==> src/rtl/uart_tx_arb.sv <==
// Two-requester (exec core / program loader) FIFO arbiter and start/data sequencer for uart_tx.
// Optional build macro UART_TX_ARB_LDR_PRIO_EN selects strict loader priority instead of round-robin.
module uart_tx_arb #(
    parameter int unsigned DEPTH_LOG2 = 2
) (
    input  logic       clk,
    input  logic       rst,
    input  logic       core_valid,
    input  logic [7:0] core_data,
    output logic       core_ready,
    input  logic       ldr_valid,
    input  logic [7:0] ldr_data,
    output logic       ldr_ready,
    output logic [7:0] tx_data,
    output logic       tx_start,
    input  logic       tx_busy,
    output logic       grant_ldr,
    output logic       busy
);

    localparam int unsigned DEPTH = 1 << DEPTH_LOG2;
    localparam int unsigned CW    = DEPTH_LOG2 + 1;
    localparam int unsigned PW    = DEPTH_LOG2;

    typedef enum logic [1:0] {
        ST_IDLE,
        ST_ISSUE,
        ST_LAUNCH,
        ST_DRAIN
    } state_t;

    state_t state, state_n;

    logic [7:0]    core_mem [DEPTH];
    logic [7:0]    ldr_mem  [DEPTH];
    logic [PW-1:0] core_wr, core_rd, ldr_wr, ldr_rd;
    logic [CW-1:0] core_cnt, ldr_cnt, core_cnt_n, ldr_cnt_n;
    logic          last_ldr;
    logic          core_ne, ldr_ne;
    logic          push_core, push_ldr;
    logic          pop_core, pop_ldr;
    logic          win_ldr;

    // Readiness is gated by rst so nothing is accepted while reset is held.
    assign core_ready = !rst && (core_cnt != CW'(DEPTH));
    assign ldr_ready  = !rst && (ldr_cnt  != CW'(DEPTH));
    assign push_core  = core_valid && core_ready;
    assign push_ldr   = ldr_valid  && ldr_ready;
    assign core_ne    = core_cnt != '0;
    assign ldr_ne     = ldr_cnt  != '0;

    // Next-state, arbitration and pop decisions.
    always_comb begin
        state_n  = state;
        pop_core = 1'b0;
        pop_ldr  = 1'b0;
        win_ldr  = 1'b0;
        case (state)
            ST_IDLE: begin
                if (core_ne || ldr_ne) begin
`ifdef UART_TX_ARB_LDR_PRIO_EN
                    win_ldr = ldr_ne;
`else
                    win_ldr = ldr_ne && (!core_ne || !last_ldr);
`endif
                    pop_core = !win_ldr;
                    pop_ldr  = win_ldr;
                    state_n  = ST_ISSUE;
                end
            end
            ST_ISSUE:  state_n = ST_LAUNCH;
            ST_LAUNCH: state_n = ST_DRAIN;
            ST_DRAIN: begin
                if (!tx_busy) begin
                    state_n = ST_IDLE;
                end
            end
            default:   state_n = ST_IDLE;
        endcase
    end

    always_comb begin
        core_cnt_n = core_cnt + CW'(push_core) - CW'(pop_core);
        ldr_cnt_n  = ldr_cnt  + CW'(push_ldr)  - CW'(pop_ldr);
    end

    always_ff @(posedge clk) begin
        if (rst) begin
            state <= ST_IDLE;
        end else begin
            state <= state_n;
        end
    end

    // FIFO storage needs no reset; validity is tracked by the counts.
    always_ff @(posedge clk) begin
        if (push_core) begin
            core_mem[core_wr] <= core_data;
        end
        if (push_ldr) begin
            ldr_mem[ldr_wr] <= ldr_data;
        end
    end

    always_ff @(posedge clk) begin
        if (rst) begin
            core_wr   <= '0;
            core_rd   <= '0;
            ldr_wr    <= '0;
            ldr_rd    <= '0;
            core_cnt  <= '0;
            ldr_cnt   <= '0;
            tx_data   <= '0;
            tx_start  <= 1'b0;
            grant_ldr <= 1'b0;
            last_ldr  <= 1'b1;
            busy      <= 1'b0;
        end else begin
            if (push_core) core_wr <= core_wr + PW'(1);
            if (push_ldr)  ldr_wr  <= ldr_wr  + PW'(1);
            if (pop_core)  core_rd <= core_rd + PW'(1);
            if (pop_ldr)   ldr_rd  <= ldr_rd  + PW'(1);
            core_cnt <= core_cnt_n;
            ldr_cnt  <= ldr_cnt_n;
            tx_start <= (state_n == ST_ISSUE);
            // Head byte is latched only on the IDLE->ISSUE edge and held until the next grant.
            if (pop_core) begin
                tx_data   <= core_mem[core_rd];
                grant_ldr <= 1'b0;
                last_ldr  <= 1'b0;
            end else if (pop_ldr) begin
                tx_data   <= ldr_mem[ldr_rd];
                grant_ldr <= 1'b1;
                last_ldr  <= 1'b1;
            end
            busy <= (state_n != ST_IDLE) || (core_cnt_n != '0) || (ldr_cnt_n != '0);
        end
    end

endmodule
==> config.mk <==
export PLATFORM = sky130hd
export DESIGN_NAME = uart_tx_arb
export DESIGN_NICKNAME = d
export VERILOG_FILES = /design/src/rtl/uart_tx_arb.sv
export SDC_FILE = /design/constraint.sdc
export NUM_CORES = 1
export LEC_CHECK = 0
export CORE_MARGIN = 2
export CORE_UTILIZATION = 55
export DETAILED_ROUTE_END_ITERATION = 8
export PLACE_DENSITY_LB_ADDON = 0.2
export RECOVER_POWER = 25
export SLEW_MARGIN = 0
export SYNTH_ARGS = -nofsm -noshare
export SYNTH_HDL_FRONTEND = slang
export SYNTH_SLANG_ARGS = --single-unit
==> constraint.sdc <==
create_clock -name clk -period 3.61 [get_ports clk]
set_clock_uncertainty 0.1 [all_clocks]
set_input_delay 0.5415 -clock clk [delete_from_list [all_inputs] [get_ports clk]]
set_output_delay 0.5415 -clock clk [all_outputs]
set_load 0.01 [all_outputs]
==> results.cfg, run 1 <==
[cells_and_area]
nNetsFinal = 324
fillCellCount = 506
mostFrequentLayoutCells = edfxtp_1, dfxtp_1, clkdlybuf4s50_1
post-route-util = 0.6597
layout.cells.non_filler = 390
final_common_cell = edfxtp_1
fin_area_mm2 = 0.004507
area_delta_synth_final_pct = 15.89
drive_above_1_share = 0.1667
antennaDiodeCount = 0

[power_and_ir_drop]
ir_drop_mv = 0.3362
power_frac_comb = 0.321
p_per_area_mw_per_mm2 = 700.6
netSwitchingFraction = 0.3230
pwr-share-clk = 0.222
p_sw_mw = 1.020
seqPwrFrac = 0.457
power.leakage_nw = 1.555
intPower_mw = 2.137

[sta]
finalCritPeriodShare = 0.8377
fmax_mhz = 330.7
final_hold_viol_count = 0
min_period_ns = 3.024
whs_ns = 0.3810
worst_pin_slew_ns = 0.7819
slew_headroom = 0.4787
rsz0062_at_grt = no
tns_ns = 0
setup_viol = 0
drv_slew = 0

[floorplan]
io_pins = 34
die_h_um = 88.09
die_w_um = 88.09
start_util = 0.5692
dieArea_mm2 = 0.007759
rows = 30
coreArea_mm2 = 0.006832

[logic_synthesis]
syn-cell-area_mm2 = 0.003889
ys_ff_latch = 96
yosys.area_share.simple = 0.08172
synth_fp_nets = 287
synth_top_family_by_area = multiplexers
syn_inst = 252
yosysWarnings = 0
synthMuxAreaShare = 0.09556
yosysSeqAreaShare = 0.6589
synthAdderAreaFrac = 0.04891
synth_compound_gate_area_share = 0.05824
synth.avg_cell_area_um2 = 15.43
synthDistinctLibCells = 35
synth_xor_area_frac = 0.02252

[worst_setup_path]
r2r_start = core_cnt[1]
crit_cells = 10
startpoint = core_cnt[1]
r2r_cells = 10
rrSetupSlack_ns = 0.59
cp-end-kind = flip-flop
crit_arrival_ns = 3.16
path_cells = or3_4 > o211ai_1 > inv_1 > ha_1 > inv_1 > ha_1 > fa_1 > or4_1 > nor3_1 > a31oi_1
critPathKind = flip-flop to flip-flop
r2r_end = busy
path_max_fanout = 5
path_delay_family = simple AND/OR/NAND/NOR gates
slowest_stage = or4_1
cp.required_ns = 3.75
startpoint_type = flip-flop
crit_end = busy
path_buf_inv = 2
max_stage_delay_ns = 0.53

[flow_run]
max-cap-violations = 0

[min_path]
min_path_type = flip-flop to flip-flop

[route]
post_drt_wl_per_cell_um = 15.92
drtIter0Drc = 78
via_per_inst = 5.272
drt-total-wl_um = 6207
first_pass_iters = 4
vias = 2056
drc = 0
postRouteAntennaNets = 0

[global_routing]
gr-total-overflow = 0
grt_pass1_vias = 2073
track_usage = 0.1801
grt_max_degree = 32
antenna_found_initial = 0
grt_pass1_wl_um = 10220

[cts]
cts_tree = done
cts_buffer_depth = 2
path_clk_slew_ns = 0.10
clockRootBuffer = clkbuf_8
cts.sinks = 96
postCtsResizedCells = 0
cts_setup_buffers = 0
insertion_delay_ns = 0.35
cts_buffers = 9
cts_max_level = 3
cts_hold_buf = 0

[placement]
dpl_cell_area_mm2 = 0.004304
place_inst = 374
gp_congestion = 0.8065
hpwl_um = 4388
port_buffers = 33

[outcome]
status = complete, no violations
layer usage:
layer,vias up,share of wire,GRT usage
met5,-,0,0
met4,0,0.011,0.05372
met3,7,0.033,0.05184
met2,42,0.47,0.2817
met1,1006,0.48,0.2492
li1,1001,-,-
sequential cells by signal (all words and copies together) (netlist names), named ones only:
signal and flops:
busy 1, core_cnt 3, core_mem 32, core_rd 2, core_wr 2, grant_ldr 1
last_ldr 1, ldr_cnt 3, ldr_mem 32, ldr_rd 2, ldr_wr 2, state 2
tx_data 8, tx_start 1
power groups by stage:
stage          clock, mW  combinational (mW)  sequential (mW)
6_report           0.702                1.01             1.44
5_1_grt            0.759                1.14             1.46
3_3_place_gp           0                1.01             1.47
4_1_cts            0.717                1.03             1.45
2_1_floorplan          0               0.802             1.43
3_5_place_dp           0                1.02             1.47
per-stage QoR:
stage / total power, mW / setup WS (ns)
after CTS: 3.189 / 0.5771
after global placement: 2.476 / 0.3926
final: 3.157 / 0.5860
after global routing: 3.365 / 0.4058
after detailed placement: 2.492 / 0.3074
after floorplan: 2.235 / 0.6338
worst min-delay path by stage:
stage               cells past startpoint  slack, ns      start         to
floorplan                               2       0.38  grant_ldr  grant_ldr
global placement                        2       0.35  grant_ldr  grant_ldr
detailed placement                      2       0.37  grant_ldr  grant_ldr
CTS                                     2       0.38  grant_ldr  grant_ldr
global route                            2       0.43  grant_ldr  grant_ldr
finish                                  2       0.38  grant_ldr  grant_ldr
cells in the mapped netlist, drive strengths merged:
cell type | n | area (um^2)
nand2b | 2 | 12.51
clkbuf | 7 | 26.28
o21ai | 1 | 5.000
nor2b | 6 | 37.54
buf | 5 | 46.29
nand4 | 1 | 6.260
dfxtp | 32 | 640.6
edfxtp | 64 | 1922
o31ai | 3 | 22.52
xor2 | 4 | 35.03
o211ai | 1 | 7.510
inv | 16 | 60.06
o2111ai | 1 | 8.760
xnor2 | 6 | 52.55
nor3 | 2 | 10.01
a211oi | 2 | 25.02
or3 | 2 | 17.52
nor2 | 21 | 78.83
mux4 | 16 | 360.4
a31oi | 1 | 6.260
nand2 | 12 | 45.04
mux2 | 1 | 11.26
a21oi | 4 | 23.77
and2 | 8 | 50.05
or4 | 1 | 7.510
nor3b | 1 | 7.510
a311oi | 8 | 120.1
nand3 | 9 | 45.04
ha | 12 | 150.1
o21a | 1 | 7.510
fa | 2 | 40.04
worst min-delay path: cells and delay by family (launching register included):
kind | cells | cell delay, ns
flip-flops | 1 | 0.33
AND/OR/NAND/NOR | 1 | 0.06
AO/OA/AOI/OAI | 1 | 0.05
cell families after synthesis:
kind of cell    count (synthesis)
flops                          96
mux                            17
simple gates                   65
fa+ha+maj                      14
compound gates                 22
buf+inv                        28
xor+xnor                       10
final cells by class:
type,count,area (um^2),area share
tap,96,120.1,0.02665
multi-input combinational,128,1194,0.2649
timing repair buffer,38,367.9,0.08162
clock buffer,9,123.9,0.02748
sequential,96,2562,0.5686
clock inverter,7,78.83,0.01749
inverter,16,60.06,0.01333
No activity file was read; power rests on OpenSTA's default activity.
==> inputs of run 2 (changes only) <==
==> constraint.sdc (replaced) <==
create_clock -name clk -period 3.04 [get_ports clk]
set_clock_uncertainty 0.1 [all_clocks]
set_input_delay 0.456 -clock clk [delete_from_list [all_inputs] [get_ports clk]]
set_output_delay 0.456 -clock clk [all_outputs]
set_load 0.01 [all_outputs]
==> run 2 against run 1 <==
  * Die area unchanged
  * Largest cell class unchanged
  * Setup slack lost 0.49 ns
  * Fmax increased by 2.8%
  * Sequential cell count unchanged
  * Largest power group unchanged
  * Critical path depth did not move
  * Clock-buffer cell count did not move
  * Cell area is essentially flat
  * Total power is 19% higher
  * Core utilization barely moved
  * Register-to-register slack worse by 0.49 ns
  * Final cell count grew 0.77%
==> results.cfg, run 2 (same netlist as run 1, synthesis figures left out) <==
[outcome]
status = complete, no violations

[route]
post_drt_wl_per_cell_um = 16.52
vias = 2060
drt-total-wl_um = 6491
via_per_inst = 5.242
first_pass_iters = 4
drtIter0Drc = 63
drc = 0
postRouteAntennaNets = 0

[worst_setup_path]
rrSetupSlack_ns = 0.1
startpoint_type = flip-flop
crit_arrival_ns = 3.09
critPathKind = flip-flop to flip-flop
cp-end-kind = flip-flop
cp.required_ns = 3.19
path_max_fanout = 5

[placement]
dpl_cell_area_mm2 = 0.004327
port_buffers = 33
place_ws_ns = -0.2120
hpwl_um = 4449
gp_congestion = 0.7694
place_inst = 377

[cells_and_area]
largestRegisters = core_mem x32, ldr_mem x32, tx_data x8
nNetsFinal = 327
fin_area_mm2 = 0.004509
mostFrequentLayoutCells = edfxtp_1, dfxtp_1, clkdlybuf4s50_1
fillCellCount = 516
antennaDiodeCount = 0
drive_above_1_share = 0.1785
final_common_cell = edfxtp_1
multiInputGateArea_mm2 = 0.001194
area_delta_synth_final_pct = 15.96
seq_area_mm2 = 0.002562
layout.cells.non_filler = 393
post-route-util = 0.6601

[sta]
drv_slew = 0
fmax_mhz = 340.0
rsz0062_at_grt = no
final_hold_viol_count = 0
whs_ns = 0.3805
min_period_ns = 2.941
finalCritPeriodShare = 0.9674
slew_headroom = 0.4690
setup_ws_ns = 0.09920
worst_pin_slew_ns = 0.7965
setup_viol = 0

[floorplan]
die_w_um = 88.09
start_util = 0.5692
coreArea_mm2 = 0.006832
die_h_um = 88.09
rows = 30
dieArea_mm2 = 0.007759
io_pins = 34

[cts]
postCtsResizedCells = 0
cts_buffers = 9
cts_tree = done
cts_setup_buffers = 0
cts_buffer_depth = 2
insertion_delay_ns = 0.36
cts_max_level = 3
path_clk_slew_ns = 0.11
cts_hold_buf = 0
clockRootBuffer = clkbuf_8
cts.sinks = 96

[power_and_ir_drop]
ir_drop_mv = 0.3754
p_per_area_mw_per_mm2 = 831.0
power.leakage_nw = 1.556

[global_routing]
grt_pass1_wl_um = 10670
grt_max_degree = 32
track_usage = 0.1901
gr-total-overflow = 0
grt_pass1_vias = 2096
antenna_found_initial = 0

[flow_run]
max-cap-violations = 0

[min_path]
min_path_type = flip-flop to flip-flop
-- run 2: changes by cell type in the layout (fill, tap and decap cells not counted) --
cell / before / now
buf_4: 5 / 8
inv_6: 2 / 4
bufinv_16: 1 / 0
clkinv_1: 1 / 0
clkinvlp_4: 1 / 2
inv_8: 1 / 0
-- run 2: cell type report --
type	count	area share
multi-input cells	128	0.2647
clock buffers	9	0.02747
inverters	16	0.01332
well taps	96	0.02664
repair buffers	41	0.08657
flip-flops and latches	96	0.5683
clock inverters	7	0.01304
-- run 2: path summary, 6_finish.rpt --
| check | start | to | depth (start not counted) |
|---|---|---|---|
| worst min register to register | grant_ldr | grant_ldr | 2 |
| worst min-delay path | grant_ldr | grant_ldr | 2 |
| worst max-delay path | core_cnt[1] | busy | 10 |
| worst max register to register | core_cnt[1] | busy | 10 |
-- run 2: stage by stage --
step                power [mW]  setup TNS [ns]
floorplan                2.653               0
CTS                      3.771               0
detailed placement       3.000         -0.2120
global placement         2.972         -0.1014
global route             3.981               0
finish                   3.747               0
-- run 2: per-layer routing --
metal	global-route usage	wire length (um)	up-vias
met5	0	0	-
met4	0.06749	100	0
met3	0.04807	202	9
met2	0.2934	3014	37
met1	0.2668	3172	1006
li1	-	-	1008
-- run 2: critical path, cell delays in order (launching register included) --
cell and delay (ns):
dfxtp_1 0.38, or3_4 0.42, o211ai_1 0.13, inv_1 0.08, ha_1 0.27, inv_1 0.04
ha_1 0.18, fa_1 0.44, or4_1 0.53, nor3_1 0.16, a31oi_1 0.10
-- run 2: power by group --
group	internal, mW	leakage (nW)	switching [mW]	total, mW
clock	0.310	0.0872	0.469	0.780
combinational	0.604	0.625	0.651	1.26
sequential	1.57	0.844	0.143	1.71
==> inputs of run 3 (changes only) <==
--- a/config.mk
+++ b/config.mk
@@ -8,6 +8,7 @@
 export CORE_MARGIN = 2
 export CORE_UTILIZATION = 55
 export DETAILED_ROUTE_END_ITERATION = 8
+export DONT_BUFFER_PORTS = 1
 export PLACE_DENSITY_LB_ADDON = 0.2
 export RECOVER_POWER = 25
 export SLEW_MARGIN = 0
==> run 3 against run 2 <==
  * Combinational power decreased by 17%
  * Routed wire length decreased by 4.9%
  * Die area unchanged
  * Core utilization decreased by 5.0 points
  * Clock-buffer cell count increased by 1
  * Non-clock buffer count decreased by 36
  * Sequential cell count unchanged
  * Largest cell class unchanged
==> results.cfg, run 3 (same netlist as run 1, synthesis figures left out) <==
[route]
drc = 0
first_pass_iters = 4
vias = 1918
drt-total-wl_um = 6174
via_per_inst = 5.373
drtIter0Drc = 85
postRouteAntennaNets = 0
post_drt_wl_per_cell_um = 17.29

[cts]
path_clk_slew_ns = 0.09
cts_tree = done
cts.sinks = 96
cts_buffer_depth = 2
cts_buffers = 9
cts_setup_buffers = 0
cts_max_level = 3
insertion_delay_ns = 0.35
clockRootBuffer = clkbuf_8

[sta]
setup_viol = 0
min_period_ns = 2.856
final_hold_viol_count = 0
worst_pin_slew_ns = 0.7833
fmax_mhz = 350.2
tns_ns = 0
whs_ns = 0.07022
finalCritPeriodShare = 0.9394
slew_headroom = 0.4778
drv_slew = 0
setup_ws_ns = 0.1842

[power_and_ir_drop]
power.leakage_nw = 1.423
ir_drop_mv = 0.4831
p_per_area_mw_per_mm2 = 861.7
netSwitchingFraction = 0.3248
pwr-share-clk = 0.221
p_sw_mw = 1.166
intPower_mw = 2.424
seqPwrFrac = 0.487
power_frac_comb = 0.292
finalPower_mw = 3.590

[worst_setup_path]
startpoint = core_cnt[1]
crit_arrival_ns = 2.99
path_max_fanout = 5
cp.required_ns = 3.17
cp-end-kind = flip-flop
startpoint_type = flip-flop
critPathKind = flip-flop to flip-flop
r2r_start = core_cnt[1]

[placement]
port_buffers = 0
dpl_cell_area_mm2 = 0.003974
place_inst = 341
place_ws_ns = 0.1709
hpwl_um = 4211
gp_congestion = 0.7410

[floorplan]
die_w_um = 88.09
die_h_um = 88.09
rows = 30
dieArea_mm2 = 0.007759
io_pins = 34
coreArea_mm2 = 0.006832
start_util = 0.5692

[cells_and_area]
mostFrequentLayoutCells = edfxtp_1, dfxtp_1, nor2_1
nNetsFinal = 291
layout.cells.non_filler = 357
antennaDiodeCount = 0
drive_above_1_share = 0.1839
area_delta_synth_final_pct = 7.143
fillCellCount = 541
largestRegisters = core_mem x32, ldr_mem x32, tx_data x8
fin_area_mm2 = 0.004167
final_common_cell = edfxtp_1
post-route-util = 0.6099

[global_routing]
grt_pass1_vias = 1947
track_usage = 0.1774
grt_max_degree = 35
gr-total-overflow = 0
antenna_found_initial = 0
grt_pass1_wl_um = 9846

[flow_run]
max-cap-violations = 0

[outcome]
status = complete, no violations

[min_path]
min_path_type = primary input to flip-flop
hp-start = rst
==> run 3: repair_timing <==
action                                  CTS  global route
hold buffers                              0             0
endpoints found under the setup margin    0             1
gates resized for setup                   0             1
==> run 3: layer usage <==
layer / vias to the layer above / share of wire / global-route usage
li1: 932 / - / -
met3: 7 / 0.061 / 0.06598
met4: 0 / 0.011 / 0.06198
met2: 43 / 0.47 / 0.2652
met5: - / 0 / 0
met1: 936 / 0.46 / 0.2425
==> run 3: final timing paths <==
| check | to | slack, ns | cells after the start |
|---|---|---|---|
| hold / removal | busy | 0.07 | 1 |
| setup / recovery | busy | 0.18 | 10 |
| setup reg to reg | busy | 0.18 | 10 |
| hold reg to reg | grant_ldr | 0.42 | 2 |
==> run 3: critical path, stage by stage (launching register included) <==
cell	delay (ns)
dfxtp_1	0.36
or3_4	0.41
o211ai_1	0.13
inv_1	0.07
ha_1	0.27
inv_1	0.03
ha_1	0.18
fa_1	0.45
or4_1	0.55
nor3_2	0.11
a31oi_1	0.09
==> run 3: power groups by stage <==
stage | registers (mW) | clock network [mW] | logic (mW)
floorplan | 1.70 | 0 | 0.952
global placement | 1.78 | 0 | 1.04
detailed placement | 1.78 | 0 | 1.05
CTS | 1.75 | 0.812 | 1.06
global route | 1.78 | 0.864 | 1.19
finish | 1.75 | 0.794 | 1.05
==> run 3: layout make-up <==
class | count | area [um^2] | area share
multi-input cells | 128 | 1199 | 0.2877
well taps | 96 | 120.1 | 0.02883
repair buffers | 5 | 37.54 | 0.009009
clock buffers | 10 | 127.6 | 0.03063
inverters | 16 | 60.06 | 0.01441
flip-flops and latches | 96 | 2562 | 0.6150
clock inverters | 6 | 60.06 | 0.01441
